[src/rtl/cordic_share_arbiter.sv]
// Round-robin arbiter that time-shares one CORDIC linear-mode divider (z = y/x) among NREQ requesters.
// Optional watchdog on the core handshake is compiled in with `define CORDIC_TIMEOUT_EN.
module cordic_share_arbiter #(
    parameter int NREQ    = 4,
    parameter int DW      = 32,
    parameter int IDW     = 2,
    parameter int TIMEOUT = 64
) (
    input  logic                 clk,
    input  logic                 rst,
    input  logic [NREQ-1:0]      req_valid,
    output logic [NREQ-1:0]      req_ready,
    input  logic [NREQ*DW-1:0]   req_x,
    input  logic [NREQ*DW-1:0]   req_y,
    output logic                 core_start,
    output logic [DW-1:0]        core_x,
    output logic [DW-1:0]        core_y,
    input  logic                 core_done,
    input  logic [DW-1:0]        core_z,
    output logic                 rsp_valid,
    input  logic                 rsp_ready,
    output logic [IDW-1:0]       rsp_id,
    output logic [DW-1:0]        rsp_data,
    output logic                 rsp_err,
    output logic                 busy
);

    typedef enum logic [1:0] {
        IDLE  = 2'd0,
        ISSUE = 2'd1,
        WAIT  = 2'd2,
        RESP  = 2'd3
    } state_t;

    state_t          state_reg, state_next;
    logic [IDW-1:0]  ptr_reg, ptr_next;
    logic [IDW-1:0]  id_reg, id_next;
    logic [DW-1:0]   x_reg, x_next;
    logic [DW-1:0]   y_reg, y_next;
    logic [DW-1:0]   data_reg, data_next;
    logic            err_reg, err_next;
    logic [IDW-1:0]  grant_idx;
    logic            grant_valid;

`ifdef CORDIC_TIMEOUT_EN
    localparam int WDW = $clog2(TIMEOUT + 1);
    logic [WDW-1:0]  wd_reg, wd_next;
    logic            wd_expired;

    // Expires on the TIMEOUT-th WAIT cycle so RESP follows exactly TIMEOUT WAIT cycles.
    assign wd_expired = (wd_reg == WDW'(TIMEOUT - 1));
`endif

    // (base + k) mod NREQ without relying on NREQ being a power of two.
    function automatic logic [IDW-1:0] wrap_inc(input logic [IDW-1:0] base, input int k);
        int sum;
        sum = int'(base) + k;
        if (sum >= NREQ) begin
            sum = sum - NREQ;
        end
        return sum[IDW-1:0];
    endfunction

    // Search from the highest offset down so the lowest offset from ptr wins.
    always_comb begin
        grant_idx = '0;
        for (int k = NREQ - 1; k >= 0; k--) begin
            if (req_valid[wrap_inc(ptr_reg, k)]) begin
                grant_idx = wrap_inc(ptr_reg, k);
            end
        end
    end

    assign grant_valid = (state_reg == IDLE) && (|req_valid);

    always_ff @(posedge clk or posedge rst) begin
        if (rst) begin
            state_reg <= IDLE;
            ptr_reg   <= '0;
            id_reg    <= '0;
            x_reg     <= '0;
            y_reg     <= '0;
            data_reg  <= '0;
            err_reg   <= 1'b0;
`ifdef CORDIC_TIMEOUT_EN
            wd_reg    <= '0;
`endif
        end else begin
            state_reg <= state_next;
            ptr_reg   <= ptr_next;
            id_reg    <= id_next;
            x_reg     <= x_next;
            y_reg     <= y_next;
            data_reg  <= data_next;
            err_reg   <= err_next;
`ifdef CORDIC_TIMEOUT_EN
            wd_reg    <= wd_next;
`endif
        end
    end

    always_comb begin
        state_next = state_reg;
        ptr_next   = ptr_reg;
        id_next    = id_reg;
        x_next     = x_reg;
        y_next     = y_reg;
        data_next  = data_reg;
        err_next   = err_reg;
`ifdef CORDIC_TIMEOUT_EN
        wd_next    = wd_reg;
`endif
        case (state_reg)
            IDLE: begin
                if (grant_valid) begin
                    x_next     = req_x[int'(grant_idx) * DW +: DW];
                    y_next     = req_y[int'(grant_idx) * DW +: DW];
                    id_next    = grant_idx;
                    ptr_next   = wrap_inc(grant_idx, 1);
                    state_next = ISSUE;
                end
            end
            ISSUE: begin
`ifdef CORDIC_TIMEOUT_EN
                wd_next    = '0;
`endif
                state_next = WAIT;
            end
            WAIT: begin
                if (core_done) begin
                    data_next  = core_z;
                    err_next   = 1'b0;
                    state_next = RESP;
`ifdef CORDIC_TIMEOUT_EN
                end else if (wd_expired) begin
                    data_next  = '0;
                    err_next   = 1'b1;
                    state_next = RESP;
                end else begin
                    wd_next    = wd_reg + WDW'(1);
`endif
                end
            end
            RESP: begin
                if (rsp_ready) begin
                    state_next = IDLE;
                end
            end
            default: state_next = IDLE;
        endcase
    end

    // All handshake outputs decode the state register, so reset clears them at once.
    always_comb begin
        core_start = (state_reg == ISSUE);
        rsp_valid  = (state_reg == RESP);
        busy       = (state_reg != IDLE);
        core_x     = x_reg;
        core_y     = y_reg;
        rsp_id     = id_reg;
        rsp_data   = data_reg;
`ifdef CORDIC_TIMEOUT_EN
        rsp_err    = err_reg;
`else
        rsp_err    = 1'b0;
`endif
    end

    generate
        for (genvar gi = 0; gi < NREQ; gi++) begin : g_ready
            assign req_ready[gi] = grant_valid && (grant_idx == IDW'(gi));
        end
    endgenerate

endmodule

[config.mk]
export PLATFORM = sky130hd
export DESIGN_NAME = cordic_share_arbiter
export DESIGN_NICKNAME = d
export VERILOG_FILES = /design/src/rtl/cordic_share_arbiter.sv
export SDC_FILE = /design/constraint.sdc
export NUM_CORES = 1
export LEC_CHECK = 0
export ABC_CLOCK_PERIOD_IN_PS = 5500
export BUFFER_PORTS_ARGS = -buffer_cell sky130_fd_sc_hd__buf_2
export CAP_MARGIN = 20
export CORE_AREA = 2 2 156 158
export CTS_CLUSTER_DIAMETER = 50
export DETAILED_ROUTE_END_ITERATION = 16
export DIE_AREA = 0 0 158 160
export GPL_TIMING_DRIVEN = 1
export PLACE_DENSITY = 0.65
export SLEW_MARGIN = 20
export SYNTH_ARGS = -nofsm -noshare
export SYNTH_HDL_FRONTEND = slang
export SYNTH_SLANG_ARGS = --single-unit
[constraint.sdc]
create_clock -name clk -period 5.5 [get_ports clk]
set_clock_uncertainty 0.05 [all_clocks]
set_input_delay 1.1 -clock clk [delete_from_list [all_inputs] [get_ports clk]]
set_output_delay 1.1 -clock clk [all_outputs]
set_load 0.005 [all_outputs]
After elaboration in Yosys (flattened, before gate mapping)
Cells that the tools add are included.
{"block": "op_classes", "muxes": 21, "n_div": 0, "shift": 2, "n_reduce_logical": 12, "mul": 0, "add_sub_neg": 9, "n_lt_le_gt_ge": 9, "n_eq_ne": 9, "n_bitwise": 0}
{"cell": "$shiftx 128x8->32", "n": 2}
{"cell": "$mux 2", "n": 12}
{"cell": "$ge 3x3->1 const B", "n": 4}
{"cell": "$lt 2x3->1 const B", "n": 4}
{"cell": "$sub 2x1->2 const B", "n": 5}
{"cell": "$bmux 1 s2", "n": 4}
{"cell": "$eq 2x2->1 const B", "n": 4}
{"cell": "$pmux 2 s4", "n": 1}
{"cell": "$add 2x1->3 const B", "n": 2}
{"cell": "$add 2x2->3 const B", "n": 2}
{"cell": "$logic_and 1x1->1", "n": 5}
{"cell": "$eq 2x1->1 const B", "n": 2}
{"cell": "$logic_not 2->1", "n": 2}
{"cell": "$mux 1", "n": 4}
{"cell": "$ne 2x2->1 const B", "n": 2}
{"cell": "$reduce_and 2->1", "n": 2}
{"cell": "$reduce_or 4->1", "n": 1}
{"cell": "$ge 2x3->1 const B", "n": 1}
{"cell": "$reduce_and 3->1", "n": 1}
{"cell": "$ne 2x1->1 const B", "n": 1}
{"cell": "$reduce_bool 2->1", "n": 1}
{"block": "word_totals", "latchBits": 0, "memories": 0, "rom_bits": 0, "wordCells": 68, "register_bits": 102, "ramBits": 0}

Depth between registers and ports, before layout
{"block": "depth", "word_depth": 12, "ltp_mapped": 9, "mapped_depth_nobuf": 7}

Worst setup path after synthesis
OpenSTA, ideal clock, no wires.
{"block": "synth_timing", "path_type": "input-to-output", "startpoint": "input port req_valid[2]", "endpoint": "output port req_ready[1]", "path_buffers": 2, "path_stages": 6, "setup_slack_ns": 2.247, "arrival_time_ns": 2.103, "t_required_ns": 4.350, "cell_sequence": "mux2_1 > nand2_2 > nand3_2 > buf_12 > buf_8 > nor3_1"}
{"block": "synth_via", "elab_chain_len": 8}
{"element": "start: declaration", "line": "11", "source": "input logic [NREQ-1:0] req_valid,"}
{"element": "$bmux 1 s2", "line": "68", "source": "if (req_valid[wrap_inc(ptr_reg, k)]) begin"}
{"element": "$mux 1 (not written as such)", "line": "68"}
{"element": "$mux 2 (4 in a row)", "line": "68"}
{"element": "$eq 2x1->1", "line": "171", "source": "assign req_ready[gi] = grant_valid && (grant_idx == IDW'(gi));"}
{"element": "$logic_and 1x1->1 *", "line": "171"}
{"element": "end: declaration", "line": "12", "source": "output logic [NREQ-1:0] req_ready,"}
Every way passes the cells marked *; elsewhere a longest branch is shown, timed or not. The select of a mux whose other input is x is not followed.

Final worst setup path
{"block": "layout_timing", "startpoint": "input port req_valid[3]", "endpoint": "output port req_ready[3]"}
{"block": "layout_via", "elab_chain_len": 8}
{"element": "$bmux 1 s2", "line": "68"}
{"element": "$mux 1 (not written as such)", "line": "68"}
{"element": "$mux 2 (4 in a row)", "line": "68"}
{"element": "$eq 2x2->1", "line": "171"}
{"element": "$logic_and 1x1->1 *", "line": "171"}
Marked as above.

==> impl_metrics.tcl <==
set metrics [dict create \
    status "finished, final reports clean" \
    final.setup.tns_ns 0 \
    post-layout-total-power_w 0.00424 \
    dieArea_um2 25300 \
    post-route-period-util 0.698 \
    period_needed_ns 3.84 \
    synth_top_cells_by_area "sky130_fd_sc_hd__dfrtp_1 (40%), sky130_fd_sc_hd__a221oi_2 (10%), sky130_fd_sc_hd__mux2i_1 (9.9%)" \
    r2r-start "ptr_reg[1]" \
    worst_ep_required_time_ns 4.35 \
    remaining_drc_errors 0 \
    postSynthNetCount 858 \
    finish.cell_count_without_fillers 1251 \
    syn-instance-count 557 \
    grt_remaining_overflow 0 \
    min_from "rsp_id[0]" \
    number_of_distinct_library_cells_after_synthesis 37 \
    cts_inserted_buffers 9 \
    relSlewSlack 0.245 \
    cts_resized 0 \
    cts.root.buffer_cell "sky130_fd_sc_hd__clkbuf_16" \
    grt_use_total 0.164 \
    routed_wirelength_um 21700 \
    timing_worst_slew_pin_value_ns 1.13 \
    rsz_0062_raised_after_global_routing "no" \
    detail_route.wl_per_cell_um 17.4 \
    grt_pass1_vias 5814 \
    layout_common_cells "sky130_fd_sc_hd__buf_2 (400), sky130_fd_sc_hd__dfrtp_1 (102), sky130_fd_sc_hd__nor2_1 (66)" \
    peakVddDrop_uv 219 \
    clk_pin_slew_worst_paths_ns 0.08 \
    ctsHoldBuffers 0 \
    die_y_um 160 \
    place_inst 1235 \
    vias 5953 \
    grt_first_pass_wirelength_um 32300 \
    final_antenna_net_count 0 \
    vias_per_cell 4.76 \
    timing.critical_path.fanout_max 65 \
    drv.max_cap_violation_count 0 \
    grt_start_max_net_pins 71 \
    drt-initial-drc-count 282 \
    critPathLaunch "req_valid[3]" \
    path_class "input pin to output port" \
    hold_violation_count_in_the_final_report 0 \
    initial_utilization 0.271 \
    yosysWarnings 0 \
    setup_viol 0 \
    die_x_um 158 \
    endpoint_kind "output port" \
    gp_routability_congestion 0.830 \
    yosysTopAreaCellShare 0.396 \
    row_count 57 \
    worst_skew_pair.late_latency_ns 0.35 \
    antennaDiodeCount 0 \
    p_leak_nw 4.21 \
    synth_area_leader_cell "sky130_fd_sc_hd__dfrtp_1" \
    maxClockFrequency_mhz 261 \
    antenna_violations_before_repair 0 \
    seq_area_frac_synth 0.396 \
    floorplan.core_area_um2 23800 \
    slowest_stage "sky130_fd_sc_hd__buf_4" \
    cell_chain_critical_path "buf_2 > nand3b_1 > buf_4 > and3_1 > and3_1 > buf_2" \
    power_density_nw_per_um2 479 \
    mean_syn_cell_area_um2 11.6 \
    firstDrtPassIters 4 \
    boundaryPins 402 \
    critical_path.max_stage_delay_ns 0.54 \
    nature_of_the_critical_path_startpoint "input pin" \
    hold_crit_path_type "flop to flop" \
    h_tree_depth_reported_by_cts 3 \
    port_buffers 400 \
    final_net_count 1223 \
    cts_tree "built" \
    layout-drive-gt1-share 0.594 \
    detailed_place_hpwl_um 15700 \
    cts_setup_buffers 0 \
    synth.cell_area_um2 6450 \
    max-clock-path-buffers 2 \
    critPathArrivalTime_ns 2.69 \
    areaGrowthSynthToFinish_pct 37.1 \
    number_of_storage_elements_in_the_synthesis_netlist 102 \
    slew_viols_final 0 \
    final_common_cell "sky130_fd_sc_hd__buf_2" \
    numClockSinks 102 \
]
## worst paths after layout
path	slack [ns]	cells after the start	endpoint
max	1.66	6	req_ready[3]
min in group asynchronous	0.80	2	core_x[14]
max in group asynchronous	3.40	3	rsp_id[0]
min	0.43	2	rsp_id[0]
min reg2reg	0.43	2	rsp_id[0]
max reg2reg	2.07	7	core_y[19]
## layer usage
layer,up-vias,part of all wire,GRT usage
met3,24,0.070,0.0288
met1,2865,0.40,0.198
li1,2816,-,-
met5,-,0,0
met2,248,0.51,0.292
met4,0,0.018,0.0532
## cell usage after synthesis (all sizes together)
cell type / instances
mux2i: 64
nand2: 7
conb: 1
buf: 40
a222oi: 1
nand3b: 1
xnor2: 1
mux2: 33
and2: 65
nor4: 1
a221oi: 64
a21o: 1
o221ai: 1
inv: 7
a21oi: 3
ha: 5
o21ai: 5
and3: 2
o22a: 1
nor3: 2
clkbuf: 14
nor2: 68
nand3: 1
nand2b: 2
a211oi: 64
o21a: 1
dfrtp: 102
## kinds of logic after synthesis
kind of cell | Yosys count | share of synthesized area
compound gates | 141 | 0.251
xor+xnor | 1 | 0.00136
fa+ha+maj | 5 | 0.00970
buf+inv | 61 | 0.0660
flops | 102 | 0.396
mux | 97 | 0.157
other cells | 1 | 0.000582
simple gates | 149 | 0.118
## critical path: cells and delay by family
kind	cells	cell delay [ns]
buffers and inverters	3	0.81
AND/OR/NAND/NOR	3	0.76
## through the flow
step / setup slack (ns) / hold slack (ns) / area, um^2 / utilization
after floorplan: 1.67 / 0.421 / 6450 / -
after global placement: 1.54 / 0.409 / 8550 / 0.359
after detailed placement: 1.45 / 0.415 / 8550 / 0.359
after CTS: 1.64 / 0.433 / 8840 / 0.371
after global routing: 1.54 / 0.466 / 8840 / 0.371
final: 1.66 / 0.427 / 8840 / 0.371
## cell type report
cell class	instances	area, um^2
clock inverter	7	67.6
tap	324	405
multi-input combinational	394	3500
clock buffer	9	225
timing repair buffer	408	2060
fill	2486	15000
sequential	102	2550
inverter	7	28.8
## power by group
group          internal [W]  switching [W]  total (W)  leakage, nW
clock network      0.000320       0.000341   0.000661        0.139
registers           0.00114       0.000207    0.00135         1.16
logic              0.000987        0.00124    0.00223         2.92
(Power assumes the default switching activity.)
